$ cat src/rtl/ysyx_23060332_lsu_pkg.sv
// Shared LSU definitions: FSM states, load/store func3 codes, strobe constants
// and bus widths used by the LSU, its alignment helper and the bus interface.
package ysyx_23060332_lsu_pkg;

    localparam int unsigned REG_DATA_W = 32;  // RegDataBus
    localparam int unsigned REG_ADDR_W = 5;   // RegAddrBus
    localparam int unsigned MEM_ADDR_W = 32;  // MemAddrBus

    typedef enum logic [1:0] {
        LSU_IDLE = 2'd0,
        LSU_REQ  = 2'd1,
        LSU_WAIT = 2'd2,
        LSU_DONE = 2'd3
    } lsu_state_e;

    localparam logic [2:0] INST_LB  = 3'b000;
    localparam logic [2:0] INST_LH  = 3'b001;
    localparam logic [2:0] INST_LW  = 3'b010;
    localparam logic [2:0] INST_LBU = 3'b100;
    localparam logic [2:0] INST_LHU = 3'b101;
    localparam logic [2:0] INST_SB  = 3'b000;
    localparam logic [2:0] INST_SH  = 3'b001;
    localparam logic [2:0] INST_SW  = 3'b010;

    localparam logic [3:0] STRB_NONE = 4'b0000;
    localparam logic [3:0] STRB_B    = 4'b0001;
    localparam logic [3:0] STRB_H    = 4'b0011;
    localparam logic [3:0] STRB_W    = 4'b1111;

endpackage

$ cat src/rtl/ysyx_23060332_lsu_if.sv
// Split request/response memory bus between the LSU (master) and memory (slave).
interface ysyx_23060332_lsu_if #(
    parameter int unsigned ADDR_W = 32,
    parameter int unsigned DATA_W = 32
);
    logic                  req_valid;
    logic                  req_ready;
    logic                  req_wen;
    logic [ADDR_W-1:0]     req_addr;
    logic [DATA_W-1:0]     req_wdata;
    logic [DATA_W/8-1:0]   req_wstrb;
    logic                  rsp_valid;
    logic [DATA_W-1:0]     rsp_rdata;
    logic                  rsp_err;

    modport master (
        output req_valid, req_wen, req_addr, req_wdata, req_wstrb,
        input  req_ready, rsp_valid, rsp_rdata, rsp_err
    );

    modport slave (
        input  req_valid, req_wen, req_addr, req_wdata, req_wstrb,
        output req_ready, rsp_valid, rsp_rdata, rsp_err
    );
endinterface

$ cat src/rtl/ysyx_23060332_lsu_align.sv
// Combinational alignment helper: legality/misalignment check, store lane
// replication with strobes, and load byte/half extraction with extension.
module ysyx_23060332_lsu_align
    import ysyx_23060332_lsu_pkg::*;
(
    input  logic        ren,
    input  logic        wen,
    input  logic [2:0]  func3,
    input  logic [1:0]  addr_lo,
    input  logic [31:0] wdata,
    input  logic [31:0] rdata,
    output logic        err,
    output logic [31:0] st_wdata,
    output logic [3:0]  st_wstrb,
    output logic [31:0] ld_data
);

    logic        illegal;
    logic        misalign;
    logic [7:0]  byte_v;
    logic [15:0] half_v;

    always_comb begin
        illegal  = 1'b0;
        misalign = 1'b0;
        if (ren && wen) begin
            illegal = 1'b1;
        end else if (ren) begin
            illegal = !(func3 inside {INST_LB, INST_LH, INST_LW, INST_LBU, INST_LHU});
        end else if (wen) begin
            illegal = !(func3 inside {INST_SB, INST_SH, INST_SW});
        end
        // func3[1:0] encodes access size for every legal load and store
        case (func3[1:0])
            2'b01:   misalign = addr_lo[0];
            2'b10:   misalign = (addr_lo != 2'b00);
            default: misalign = 1'b0;
        endcase
        err = (ren || wen) && (illegal || misalign);
    end

    always_comb begin
        case (func3[1:0])
            2'b00: begin
                st_wdata = {4{wdata[7:0]}};
                st_wstrb = STRB_B << addr_lo;
            end
            2'b01: begin
                st_wdata = {2{wdata[15:0]}};
                st_wstrb = STRB_H << {addr_lo[1], 1'b0};
            end
            default: begin
                st_wdata = wdata;
                st_wstrb = STRB_W;
            end
        endcase
    end

    always_comb begin
        byte_v = rdata[{addr_lo, 3'b000} +: 8];
        half_v = rdata[{addr_lo[1], 4'b0000} +: 16];
        case (func3)
            INST_LB:  ld_data = {{24{byte_v[7]}}, byte_v};
            INST_LBU: ld_data = {24'h0, byte_v};
            INST_LH:  ld_data = {{16{half_v[15]}}, half_v};
            INST_LHU: ld_data = {16'h0, half_v};
            default:  ld_data = rdata;
        endcase
    end

endmodule

$ cat src/rtl/ysyx_23060332_lsu.sv
// Load/store unit: accepts one EXU op, performs at most one bus access, and
// holds the aligned writeback result until the register-file stage takes it.
module ysyx_23060332_lsu
    import ysyx_23060332_lsu_pkg::*;
#(
    parameter int unsigned ADDR_W = 32,
    parameter int unsigned DATA_W = 32
) (
    input  logic              clk,
    input  logic              rst,
    input  logic              in_valid,
    output logic              in_ready,
    input  logic              in_ren,
    input  logic              in_wen,
    input  logic [2:0]        in_func3,
    input  logic [ADDR_W-1:0] in_addr,
    input  logic [DATA_W-1:0] in_wdata,
    input  logic [DATA_W-1:0] in_alu_res,
    input  logic [4:0]        in_waddr,
    input  logic              in_reg_wen,
    ysyx_23060332_lsu_if.master bus,
    output logic              out_valid,
    input  logic              out_ready,
    output logic [4:0]        out_waddr,
    output logic [DATA_W-1:0] out_wdata,
    output logic              out_reg_wen,
    output logic              out_err
);

    lsu_state_e  state;
    logic        lat_wen;
    logic [2:0]  lat_func3;
    logic [1:0]  lat_addr_lo;
    logic        lat_reg_wen;

    logic [2:0]  a_func3;
    logic [1:0]  a_addr_lo;
    logic        a_err;
    logic [31:0] st_wdata;
    logic [3:0]  st_wstrb;
    logic [31:0] ld_data;

    // One helper serves both the accept-time checks (live inputs) and the
    // response-time extraction (latched size/offset).
    assign a_func3   = (state == LSU_IDLE) ? in_func3     : lat_func3;
    assign a_addr_lo = (state == LSU_IDLE) ? in_addr[1:0] : lat_addr_lo;

    ysyx_23060332_lsu_align u_align (
        .ren      (in_ren),
        .wen      (in_wen),
        .func3    (a_func3),
        .addr_lo  (a_addr_lo),
        .wdata    (in_wdata),
        .rdata    (bus.rsp_rdata),
        .err      (a_err),
        .st_wdata (st_wdata),
        .st_wstrb (st_wstrb),
        .ld_data  (ld_data)
    );

    always_ff @(posedge clk or posedge rst) begin
        if (rst) begin
            state         <= LSU_IDLE;
            in_ready      <= 1'b1;
            lat_wen       <= 1'b0;
            lat_func3     <= '0;
            lat_addr_lo   <= '0;
            lat_reg_wen   <= 1'b0;
            bus.req_valid <= 1'b0;
            bus.req_wen   <= 1'b0;
            bus.req_addr  <= '0;
            bus.req_wdata <= '0;
            bus.req_wstrb <= '0;
            out_valid     <= 1'b0;
            out_waddr     <= '0;
            out_wdata     <= '0;
            out_reg_wen   <= 1'b0;
            out_err       <= 1'b0;
        end else begin
            case (state)
                LSU_IDLE: begin
                    if (in_valid) begin
                        lat_wen     <= in_wen;
                        lat_func3   <= in_func3;
                        lat_addr_lo <= in_addr[1:0];
                        lat_reg_wen <= in_reg_wen;
                        in_ready    <= 1'b0;
                        out_waddr   <= in_waddr;
                        if (!in_ren && !in_wen) begin
                            state       <= LSU_DONE;
                            out_valid   <= 1'b1;
                            out_wdata   <= in_alu_res;
                            out_reg_wen <= in_reg_wen;
                            out_err     <= 1'b0;
                        end else if (a_err) begin
                            state       <= LSU_DONE;
                            out_valid   <= 1'b1;
                            out_wdata   <= '0;
                            out_reg_wen <= 1'b0;
                            out_err     <= 1'b1;
                        end else begin
                            state         <= LSU_REQ;
                            bus.req_valid <= 1'b1;
                            bus.req_wen   <= in_wen;
                            bus.req_addr  <= {in_addr[ADDR_W-1:2], 2'b00};
                            bus.req_wdata <= in_wen ? st_wdata : '0;
                            bus.req_wstrb <= in_wen ? st_wstrb : STRB_NONE;
                        end
                    end
                end
                LSU_REQ: begin
                    if (bus.req_ready) begin
                        state         <= LSU_WAIT;
                        bus.req_valid <= 1'b0;
                    end
                end
                LSU_WAIT: begin
                    if (bus.rsp_valid) begin
                        state     <= LSU_DONE;
                        out_valid <= 1'b1;
                        if (bus.rsp_err) begin
                            out_wdata   <= '0;
                            out_reg_wen <= 1'b0;
                            out_err     <= 1'b1;
                        end else begin
                            out_wdata   <= lat_wen ? '0 : ld_data;
                            out_reg_wen <= lat_reg_wen;
                            out_err     <= 1'b0;
                        end
                    end
                end
                LSU_DONE: begin
                    if (out_ready) begin
                        state     <= LSU_IDLE;
                        out_valid <= 1'b0;
                        in_ready  <= 1'b1;
                    end
                end
                default: state <= LSU_IDLE;
            endcase
        end
    end

endmodule

$ cat src/flat_wrapper.sv
// flat-port wrapper written by rule: the top's interface ports become plain ports
module ysyx_23060332_lsu_flat import ysyx_23060332_lsu_pkg::*;
#(
    parameter int unsigned ADDR_W = 32,
    parameter int unsigned DATA_W = 32
)
  (clk, rst, in_valid, in_ready, in_ren, in_wen, in_func3, in_addr, in_wdata, in_alu_res, in_waddr, in_reg_wen, out_valid, out_ready, out_waddr, out_wdata, out_reg_wen, out_err, bus_req_valid, bus_req_wen, bus_req_addr, bus_req_wdata, bus_req_wstrb, bus_req_ready, bus_rsp_valid, bus_rsp_rdata, bus_rsp_err);
  ysyx_23060332_lsu_if #(.ADDR_W(ADDR_W), .DATA_W(DATA_W)) bus_i ();
  input  logic clk;
  input  logic rst;
  input  logic in_valid;
  output logic in_ready;
  input  logic in_ren;
  input  logic in_wen;
  input  logic [2:0] in_func3;
  input  logic [ADDR_W-1:0] in_addr;
  input  logic [DATA_W-1:0] in_wdata;
  input  logic [DATA_W-1:0] in_alu_res;
  input  logic [4:0] in_waddr;
  input  logic in_reg_wen;
  output logic out_valid;
  input  logic out_ready;
  output logic [4:0] out_waddr;
  output logic [DATA_W-1:0] out_wdata;
  output logic out_reg_wen;
  output logic out_err;
  output wire logic [$bits(bus_i.req_valid)-1:0] bus_req_valid;
  output wire logic [$bits(bus_i.req_wen)-1:0] bus_req_wen;
  output wire logic [$bits(bus_i.req_addr)-1:0] bus_req_addr;
  output wire logic [$bits(bus_i.req_wdata)-1:0] bus_req_wdata;
  output wire logic [$bits(bus_i.req_wstrb)-1:0] bus_req_wstrb;
  input wire logic [$bits(bus_i.req_ready)-1:0] bus_req_ready;
  input wire logic [$bits(bus_i.rsp_valid)-1:0] bus_rsp_valid;
  input wire logic [$bits(bus_i.rsp_rdata)-1:0] bus_rsp_rdata;
  input wire logic [$bits(bus_i.rsp_err)-1:0] bus_rsp_err;
  assign bus_req_valid = bus_i.req_valid;
  assign bus_req_wen = bus_i.req_wen;
  assign bus_req_addr = bus_i.req_addr;
  assign bus_req_wdata = bus_i.req_wdata;
  assign bus_req_wstrb = bus_i.req_wstrb;
  assign bus_i.req_ready = bus_req_ready;
  assign bus_i.rsp_valid = bus_rsp_valid;
  assign bus_i.rsp_rdata = bus_rsp_rdata;
  assign bus_i.rsp_err = bus_rsp_err;
  ysyx_23060332_lsu #(.ADDR_W(ADDR_W), .DATA_W(DATA_W)) u_core (.clk(clk), .rst(rst), .in_valid(in_valid), .in_ready(in_ready), .in_ren(in_ren), .in_wen(in_wen), .in_func3(in_func3), .in_addr(in_addr), .in_wdata(in_wdata), .in_alu_res(in_alu_res), .in_waddr(in_waddr), .in_reg_wen(in_reg_wen), .bus(bus_i), .out_valid(out_valid), .out_ready(out_ready), .out_waddr(out_waddr), .out_wdata(out_wdata), .out_reg_wen(out_reg_wen), .out_err(out_err));
endmodule
$ cat config.mk
export PLATFORM = sky130hd
export DESIGN_NAME = ysyx_23060332_lsu_flat
export DESIGN_NICKNAME = d
export VERILOG_FILES = /design/src/rtl/ysyx_23060332_lsu_pkg.sv /design/src/rtl/ysyx_23060332_lsu_if.sv /design/src/rtl/ysyx_23060332_lsu_align.sv /design/src/rtl/ysyx_23060332_lsu.sv /design/src/flat_wrapper.sv
export SDC_FILE = /design/constraint.sdc
export NUM_CORES = 1
export LEC_CHECK = 0
export ABC_AREA = 1
export BUFFER_PORTS_ARGS = -buffer_cell sky130_fd_sc_hd__buf_2
export CORE_UTILIZATION = 49
export DETAILED_ROUTE_END_ITERATION = 10
export PLACE_DENSITY = 0.8
export REMOVE_ABC_BUFFERS = 1
export SETUP_SLACK_MARGIN = 0.4
export SYNTH_ARGS = -nofsm -noshare
export SYNTH_HDL_FRONTEND = slang
export SYNTH_SLANG_ARGS = --single-unit
$ cat constraint.sdc
create_clock -name clk -period 3.66 [get_ports clk]
set_input_delay 0.183 -clock clk [delete_from_list [all_inputs] [get_ports clk]]
set_output_delay 0.183 -clock clk [all_outputs]
set_load 0.01 [all_outputs]
# Yosys cells after proc, flatten, opt, wreduce, memory -nomap -nowiden

Cells that the tools add are included.
W data, S select, Z words.

Bits in registers: 118
Input port bits: 146
Output and inout port bits: 111
Word-level logic and storage cells: 114

Equality and inequality tests: 16
Shifts and indexed selects: 4
Mux-type cells: 50
Bitwise operators: 2
Reductions and logical operators: 26

Operators with widths:

| operator              | count |
|---|---|
| $mux W32              | 7 |
| $pmux W32 S2          | 2 |
| $pmux W32 S4          | 1 |
| $shiftx A32 B6 Y16    | 1 |
| $shiftx A32 B6 Y8     | 1 |
| $mux W1               | 23 |
| $mux W2               | 7 |
| $ne A2 B2 Y1 const B  | 6 |
| $reduce_and A4 Y1     | 3 |
| $pmux W1 S2           | 5 |
| $reduce_and A5 Y1     | 2 |
| $pmux W2 S4           | 1 |
| $pmux W4 S2           | 1 |
| $reduce_bool A2 Y1    | 4 |
| $eq A2 B2 Y1 const B  | 3 |
| $eq A3 B3 Y1 const B  | 2 |
| $reduce_bool A3 Y1    | 2 |
| $reduce_bool A5 Y1    | 1 |
| $eq A2 B1 Y1 const B  | 2 |
| $logic_not A1 Y1      | 4 |
| $logic_not A2 Y1      | 2 |
| $mux W4               | 1 |
| $shl A1 B2 Y4 const A | 1 |
| $shl A2 B2 Y4 const A | 1 |
| 11 further kinds      | 15 |

# Longest topological paths before layout

Gate-level depths: netlist of the first run.

Depth after elaboration: 14
Mapped depth: 21
Depth with buffers taken out: 15

# Hierarchy

From an unflattened synthesis of the first run, not the netlist that was laid out.

Cells, all modules: 932
Area total of the unflattened synthesis: 6,700.2 µm²

By module, submodules not included:

| module                  | instances | cells an instance | area each (µm²) | seq. area each (µm²) |
|---|---|---|---|---|
| ysyx_23060332_lsu       | 1         | 667               | 5,405.2         | 2,954.1 |
| ysyx_23060332_lsu_align | 1         | 265               | 1,295.0         | 0.0 |

# Worst setup path before layout of the first run

OpenSTA, ideal clock, no wires.

Kind: register to register
From: register u_core.state[0]
To: register u_core.bus.req_addr[10]
Setup time: 0.117 ns
Data arrival time: 2.913 ns
Required time: 3.543 ns
Path slack: 0.631 ns
Stages on the path, launching flop included: 21
Buffers on the path: 7
Clock period less this slack: 3.029 ns
Path through: dfrtp_1 inv_1 ha_1 buf_6 buf_6 o21ai_2 buf_2 clkbuf_1 ha_1 nor2_1 nand2_1 nand2_1 a21oi_2 nand3_2 nor2_2 buf_6 inv_4 buf_6 buf_6 nand2_1 nand2_1

Longest elaborated chain between the ends: 12
Elaborated cells on any way between the ends: 23
Classes of those cells: 6 x eq/ne; 6 x mux; 1 x bitwise; 10 x reduce/logical

RTL lines:

| element                                    | line                                                                      | source |
|---|---|---|
| start: declaration                         | ysyx_23060332_lsu.sv:30                                                   | `lsu_state_e state;` |
| start signal: assignment                   | ysyx_23060332_lsu.sv:63                                                   | `state <= LSU_IDLE;` |
| start signal: assignment                   | ysyx_23060332_lsu.sv:90                                                   | `state <= LSU_DONE;` |
| start signal: assignment                   | ysyx_23060332_lsu.sv:96                                                   | `state <= LSU_DONE;` |
| $logic_not A2 Y1 (*)                       | ysyx_23060332_lsu.sv:45, ysyx_23060332_lsu.sv:46, ysyx_23060332_lsu.sv:80 |  |
| $mux W3                                    | ysyx_23060332_lsu.sv:45                                                   | `assign a_func3 = (state == LSU_IDLE) ? in_func3 : lat_func3;` |
| $eq A3 B1 Y1, or another cell as far along | ysyx_23060332_lsu_align.sv:29, ysyx_23060332_lsu_align.sv:31              |  |
| $reduce_bool A3 Y1                         | ysyx_23060332_lsu_align.sv:31                                             | `illegal = !(func3 inside {INST_SB, INST_SH, INST_SW});` |
| $logic_not A1 Y1                           | ysyx_23060332_lsu_align.sv:31                                             |  |
| $mux W1                                    | ysyx_23060332_lsu_align.sv:30                                             | `end else if (wen) begin` |
| $mux W1                                    | ysyx_23060332_lsu_align.sv:28                                             | `end else if (ren) begin` |
| $mux W1                                    | ysyx_23060332_lsu_align.sv:26                                             | `if (ren && wen) begin` |
| $logic_or A1 B1 Y1                         | ysyx_23060332_lsu_align.sv:39                                             | `err = (ren \|\| wen) && (illegal \|\| misalign);` |
| $logic_and A1 B1 Y1                        | ysyx_23060332_lsu_align.sv:39                                             |  |
| $not A1 Y1 (no line)                       | -                                                                         |  |
| $reduce_and A4 Y1 (no line) (*)            | -                                                                         |  |
| end signal: assignment                     | ysyx_23060332_lsu.sv:105                                                  | `bus.req_addr <= {in_addr[ADDR_W-1:2], 2'b00};` |
| end: declaration                           | ysyx_23060332_lsu_if.sv:17                                                | `output req_valid, req_wen, req_addr, req_wdata, req_wstrb,` |

Mark *: on every way between the ends. The rest lies on a longest branch, timed or not.
A chain may end at the register's enable or synchronous reset.

# Worst setup path in the final report of the first run

From: register u_core.state[0]
To: register u_core.bus.req_addr[6]

Same word-level chain as after synthesis.

==> flow_summary.ini, run 1 <==
[worst_setup_path]
end_kind = flop
critPathRequiredTime_ps = 4010
critPathSlowestCell = dfrtp_1
startpoint_type = flop
path_cells = inv_1, ha_2, nand2_1, o21ai_4, ha_1, buf_4, nor2_1, nand2_1, nand2_1, a21oi_2, nand3_2, nor2_4, buf_4, nand2_1, nand2_1
cp_max_fo = 25
crit_arrival_ps = 3450
crit_top_cell = nand2_1
cp_slowest_stage_delay_ps = 440
crit_type = flop to flop

[min_path]
hold_class = input pin to flop

[drt]
drt_iter0_drc = 449
wl_um = 21300
viasPerCell = 5.24
wire_per_inst_um = 15.7
remaining_drc_errors = 0
postRouteAntennaNets = 0
drtPass1Iterations = 5
vias = 7137

[pwr]
power_density_mw_per_mm2 = 879
total_power_uw = 7790
ir_worst_vdd_mv = 0.427
p_leak_uw = 0.00507

[cts]
clk_pin_slew_ps = 50
clockBufferDepth = 2
cts_tree = yes
clk_latency_ps = 420
cts_buffers = 17
post-cts-setup-buffers = 0
clock-sinks = 118
root_buffer = clkbuf_16
htree_levels = 4

[global_routing]
grt_max_degree = 69
grtUsageTotal = 0.315
antenna_found_initial = 0
grt_overflow = 0
grt_pass1_vias = 6830
grt_pass1_wl_um = 34200

[placement]
dp.cells = 1292
routabilityCongestion = 0.919
place_ws_ps = 480
io_buffer_count = 254
dp_hpwl_um = 13900

[sta]
setup_viol = 0
slew_headroom = 0.317
rsz0062_at_grt = true
max_freq_ghz = 0.323
worst_pin_slew_ps = 1020
period_minus_slack_ps = 3090
fin_tns_setup_ps = 0
fin_worst_skew_ps = 4.26
hold_viol = 0
fin_crit_sh = 0.845
setup_ws_ps = 566
slew_violations = 0

[synthesis]
yosys.area.top_type_share = 0.447
ys_ff_latch = 118
avgSynthCellArea_um2 = 7.25
ys_seq_area_frac = 0.451
yosysUniqueCellTypes = 38
synth.top_cells.by_area = dfrtp_1, nand2_1, nand3_1
synth_cells = 903
syn-cell-area_mm2 = 0.00655
yosysTopAreaCell = dfrtp_1
yosysWarnings = 0

[run]
max-cap-violations = 0

[layout]
fin_cells = 1361
drive_gt1_frac = 0.272
final_cell_mix = nand2_1, buf_2, dfrtp_1
num-nets-final = 1330
nFillCells = 1022
areaGrowthSynthToFinish_pct = 35.4
final_common_cell = nand2_1
n_antenna_cell = 0

[floorplan]
ios = 257
die_area_mm2 = 0.0138
core_mm2 = 0.0128
start_util = 0.511
die_h_um = 118
die_w_um = 118
rows = 41

[status]
status = finished, final reports clean
## cells in the mapped netlist, drive strengths merged
cell type,n
nand2,390
ha,8
inv,67
clkbuf,16
nand3,72
a21oi,33
buf,33
o21ai,71
o211ai,8
a221oi,8
a21boi,17
clkinv,1
dfstp,1
o31a,2
dfrtp,117
nor2,46
conb,1
or2,2
o22ai,1
nand4,8
a31oi,1
## through the flow
stage	hold slack, ps	utilization	area, um2
floorplan	293	-	6280
global placement	332	0.615	7880
detailed placement	335	0.615	7880
CTS	1.29	0.689	8840
global route	19.6	0.691	8870
finish	13.2	0.691	8870
## power by group
| part | leakage [uW] | switching, uW | internal (uW) |
|---|---|---|---|
| clock | 0.000289 | 614 | 1080 |
| sequential | 0.00154 | 285 | 1820 |
| combinational | 0.00325 | 2650 | 1350 |
| total | 0.00507 | 3550 | 4240 |
## worst max-delay path, delay by kind of cell, from the launching register on
family | cells | cell delay [ps]
compound gates | 2 | 360
fa+ha+maj | 2 | 620
buf+inv | 3 | 670
flops | 1 | 440
simple gates | 8 | 920
## final cells by class
class                   instances  area, um2  area share
flip-flops and latches        118       2950       0.333
repair buffers                301       1730       0.196
well taps                     172        215      0.0243
inverters                      68        273      0.0308
clock buffers                  19        443      0.0500
multi-input cells             670       3090       0.349
clock inverters                13        155      0.0175
## path summary, 6_finish.rpt
path,start,end,slack [ps],cells past startpoint
setup / recovery,u_core.state[0],u_core.bus.req_addr[6],570,15
hold / removal,in_addr[1],u_core.lat_addr_lo[1],10,3
setup reg to reg,u_core.state[0],u_core.bus.req_addr[6],570,15
hold reg to reg,u_core.bus.req_addr[29],u_core.bus.req_addr[29],460,2
max in group asynchronous,rst,u_core.in_ready,2430,4
min in group asynchronous,rst,u_core.bus.req_addr[4],420,3
## registers in the layout, indices dropped and copies added (netlist names)
register,count
u_core.bus.req_addr,30
u_core.bus.req_valid,1
u_core.bus.req_wdata,32
u_core.bus.req_wen,1
u_core.bus.req_wstrb,4
u_core.in_ready,1
u_core.lat_addr_lo,2
u_core.lat_func3,3
u_core.lat_reg_wen,1
u_core.lat_wen,1
u_core.out_err,1
u_core.out_reg_wen,1
u_core.out_valid,1
u_core.out_waddr,5
u_core.out_wdata,32
u_core.state,2
## logic make-up after synthesis
group	after synthesis	share of synthesized area
simple gates	518	0.327
compound gates	141	0.125
flops	118	0.451
buf+inv	117	0.0816
fa+ha+maj	8	0.0153
other cells	1	0.000573
## per-layer routing
| layer | up-vias | routed length (um) | GRT usage | part of all wire |
|---|---|---|---|---|
| li1 | 3438 | - | - | - |
| met1 | 3304 | 8640 | 0.383 | 0.41 |
| met2 | 338 | 10400 | 0.527 | 0.49 |
| met3 | 57 | 1680 | 0.0751 | 0.079 |
| met4 | 0 | 620 | 0.145 | 0.029 |
| met5 | - | 0 | 0 | 0 |
## timing repair
item	CTS	global route
resized for setup	0	6
hold endpoints to repair	88	0
hold buffers	36	0
endpoints found under the setup margin	0	87
Power figures use the tool's default switching activity.
==> run 2: changes to the inputs <==
--- a/config.mk
+++ b/config.mk
@@ -7,9 +7,9 @@
 export LEC_CHECK = 0
 export ABC_AREA = 1
 export BUFFER_PORTS_ARGS = -buffer_cell sky130_fd_sc_hd__buf_2
-export CORE_UTILIZATION = 49
+export CORE_UTILIZATION = 45
 export DETAILED_ROUTE_END_ITERATION = 10
-export PLACE_DENSITY = 0.8
+export PLACE_DENSITY = 0.78
 export REMOVE_ABC_BUFFERS = 1
 export SETUP_SLACK_MARGIN = 0.4
 export SYNTH_ARGS = -nofsm -noshare
==> constraint.sdc (replaced) <==
create_clock -name clk -period 2.5 [get_ports clk]
set_input_delay 0.125 -clock clk [delete_from_list [all_inputs] [get_ports clk]]
set_output_delay 0.125 -clock clk [all_outputs]
set_load 0.01 [all_outputs]
==> flow_summary.ini, run 2 (same netlist as run 1, synthesis figures left out) <==
[status]
status = complete, but fails checks
violations = negative setup slack

[drt]
viasPerCell = 5.54
remaining_drc_errors = 0
vias = 8064
wire_per_inst_um = 18.4
drt_iter0_drc = 822
wl_um = 26800
drtPass1Iterations = 8
postRouteAntennaNets = 0

[layout]
num-nets-final = 1416
drive_gt1_frac = 0.385
nFillCells = 997
register_area_mm2 = 0.00295
fin_cells = 1455
n_antenna_cell = 0
utilization = 0.738
top_regs = u_core.bus.req_wdata: 32 flops, u_core.out_wdata: 32 flops, u_core.bus.req_addr: 30 flops
multi_input_area_mm2 = 0.00351
areaGrowthSynthToFinish_pct = 58.3
final_cell_mix = nand2_1, buf_2, dfrtp_1
final_common_cell = nand2_1

[pwr]
internal_power_uw = 7740
p_clk_frac = 0.176
ir_worst_vdd_mv = 0.708
switching_power_uw = 6400
pwr-share-seq = 0.224
power_density_mw_per_mm2 = 1360
p_comb_frac = 0.601
p_leak_uw = 0.00581
switching_share = 0.453
total_power_uw = 14100

[worst_setup_path]
crit_buf_inv = 6
cp_max_fo = 7
cp_slowest_stage_delay_ps = 380
startpoint_type = flop
critPathSlowestCell = dfrtp_1
critPathRequiredTime_ps = 2840
ff2ff_setup_slack_ps = -40
critPathTopFamily = buffers and inverters
path_cells = inv_2, ha_4, buf_6, o21ai_4, buf_6, ha_4, nor2_4, nand2_1, nand2_1, a21oi_2, nand3_2, nor2_4, buf_6, buf_12, buf_16, nand2_1, nand2_1
crit_top_cell = nand2_1
crit_arrival_ps = 2890
crit_type = flop to flop
end_kind = flop

[cts]
clk_pin_slew_ps = 60
htree_levels = 4
cts_tree = yes
root_buffer = clkbuf_16
clock-sinks = 118
clk_latency_ps = 420
cts_buffers = 17
clockBufferDepth = 2

[global_routing]
grt_max_degree = 49
grt_pass1_wl_um = 37700
grt_pass1_vias = 7628
grt_overflow = 0
grtUsageTotal = 0.330
antenna_found_initial = 0

[floorplan]
core_mm2 = 0.0140
die_w_um = 123
rows = 43
die_area_mm2 = 0.0150
die_h_um = 123
ios = 257
start_util = 0.466

[sta]
setup_ws_ps = -43.1
slew_headroom = 0.589
hold_viol = 0
setup_viol = 5
fin_worst_skew_ps = 8.70
period_minus_slack_ps = 2540
slew_violations = 0
max_freq_ghz = 0.393
worst_pin_slew_ps = 616
rsz0062_at_grt = true
fin_crit_sh = 1.02

[placement]
io_buffer_count = 254
routabilityCongestion = 0.904
dp.cells = 1329
dp_hpwl_um = 14300

[run]
max-cap-violations = 0

[min_path]
hold_class = input pin to flop
## run 2: changes by cell type in the layout (fill, tap and decap cells not counted), sizes merged
cell,delta
buf,+64
dlygate4sd3,+15
clkbuf,+4
inv,+3
bufbuf,+1
clkinv,+1
clkinvlp,-1
o21ai,-1
## run 2: what timing repair did
item                                    in CTS  in global routing
gates cloned                                11                  4
resized for setup                           68                124
setup buffers                               25                  3
hold buffers                                51                  0
hold endpoints to repair                    94                  0
pin swaps                                   10                 35
endpoints found under the setup margin     104                104
## run 2: final timing paths
kind,start,to,cells after the start
min in group asynchronous,rst,u_core.bus.req_wdata[31],3
min,in_alu_res[6],u_core.out_wdata[6],5
max reg2reg,u_core.state[0],u_core.bus.req_addr[18],17
max in group asynchronous,rst,u_core.bus.req_addr[12],4
min reg2reg,u_core.bus.req_addr[28],u_core.bus.req_addr[28],2
max,u_core.state[0],u_core.bus.req_addr[18],17
## run 2: final cells by class
type | count | area share
clock inverters | 13 | 0.0151
clock buffers | 19 | 0.0418
repair buffers | 385 | 0.265
repair inverters | 3 | 0.00507
inverters | 68 | 0.0270
flip-flops and latches | 118 | 0.285
multi-input cells | 669 | 0.339
well taps | 180 | 0.0217
## run 2: metal layers
layer / vias up / track usage / part of all wire
met3: 134 / 0.0762 / 0.094
met5: - / 0 / 0
met2: 550 / 0.570 / 0.49
met4: 0 / 0.183 / 0.049
met1: 3774 / 0.376 / 0.37
li1: 3606 / - / -
## run 2: worst register-to-register path: stages, from the launching register on
cell	delay, ps
dfrtp_1	380
inv_2	70
ha_4	190
buf_6	140
o21ai_4	190
buf_6	140
ha_4	150
nor2_4	60
nand2_1	50
nand2_1	60
a21oi_2	170
nand3_2	130
nor2_4	120
buf_6	150
buf_12	140
buf_16	150
nand2_1	80
nand2_1	110
## run 2: power by group through the flow
| stage | Sequential (uW) | Combinational (uW) | Clock [uW] |
|---|---|---|---|
| final | 3160 | 8490 | 2490 |
| after global routing | 3220 | 9160 | 2570 |
| after CTS | 3050 | 7390 | 2480 |
| after detailed placement | 3060 | 6130 | 0 |
| after global placement | 3040 | 6010 | 0 |
| after floorplan | 3370 | 3310 | 0 |
## run 2: per-stage QoR
stage	hold WS (ps)	area (um2)	TNS, ps	setup WS, ps
3_3_place_gp	235	8150	-1010	-22.2
4_1_cts	0.179	9890	0	95.7
2_1_floorplan	235	6280	-319640	-2560
3_5_place_dp	245	8150	-9590	-176
5_1_grt	29.1	10400	-8200	-219
6_report	23.4	10400	-102	-43.1
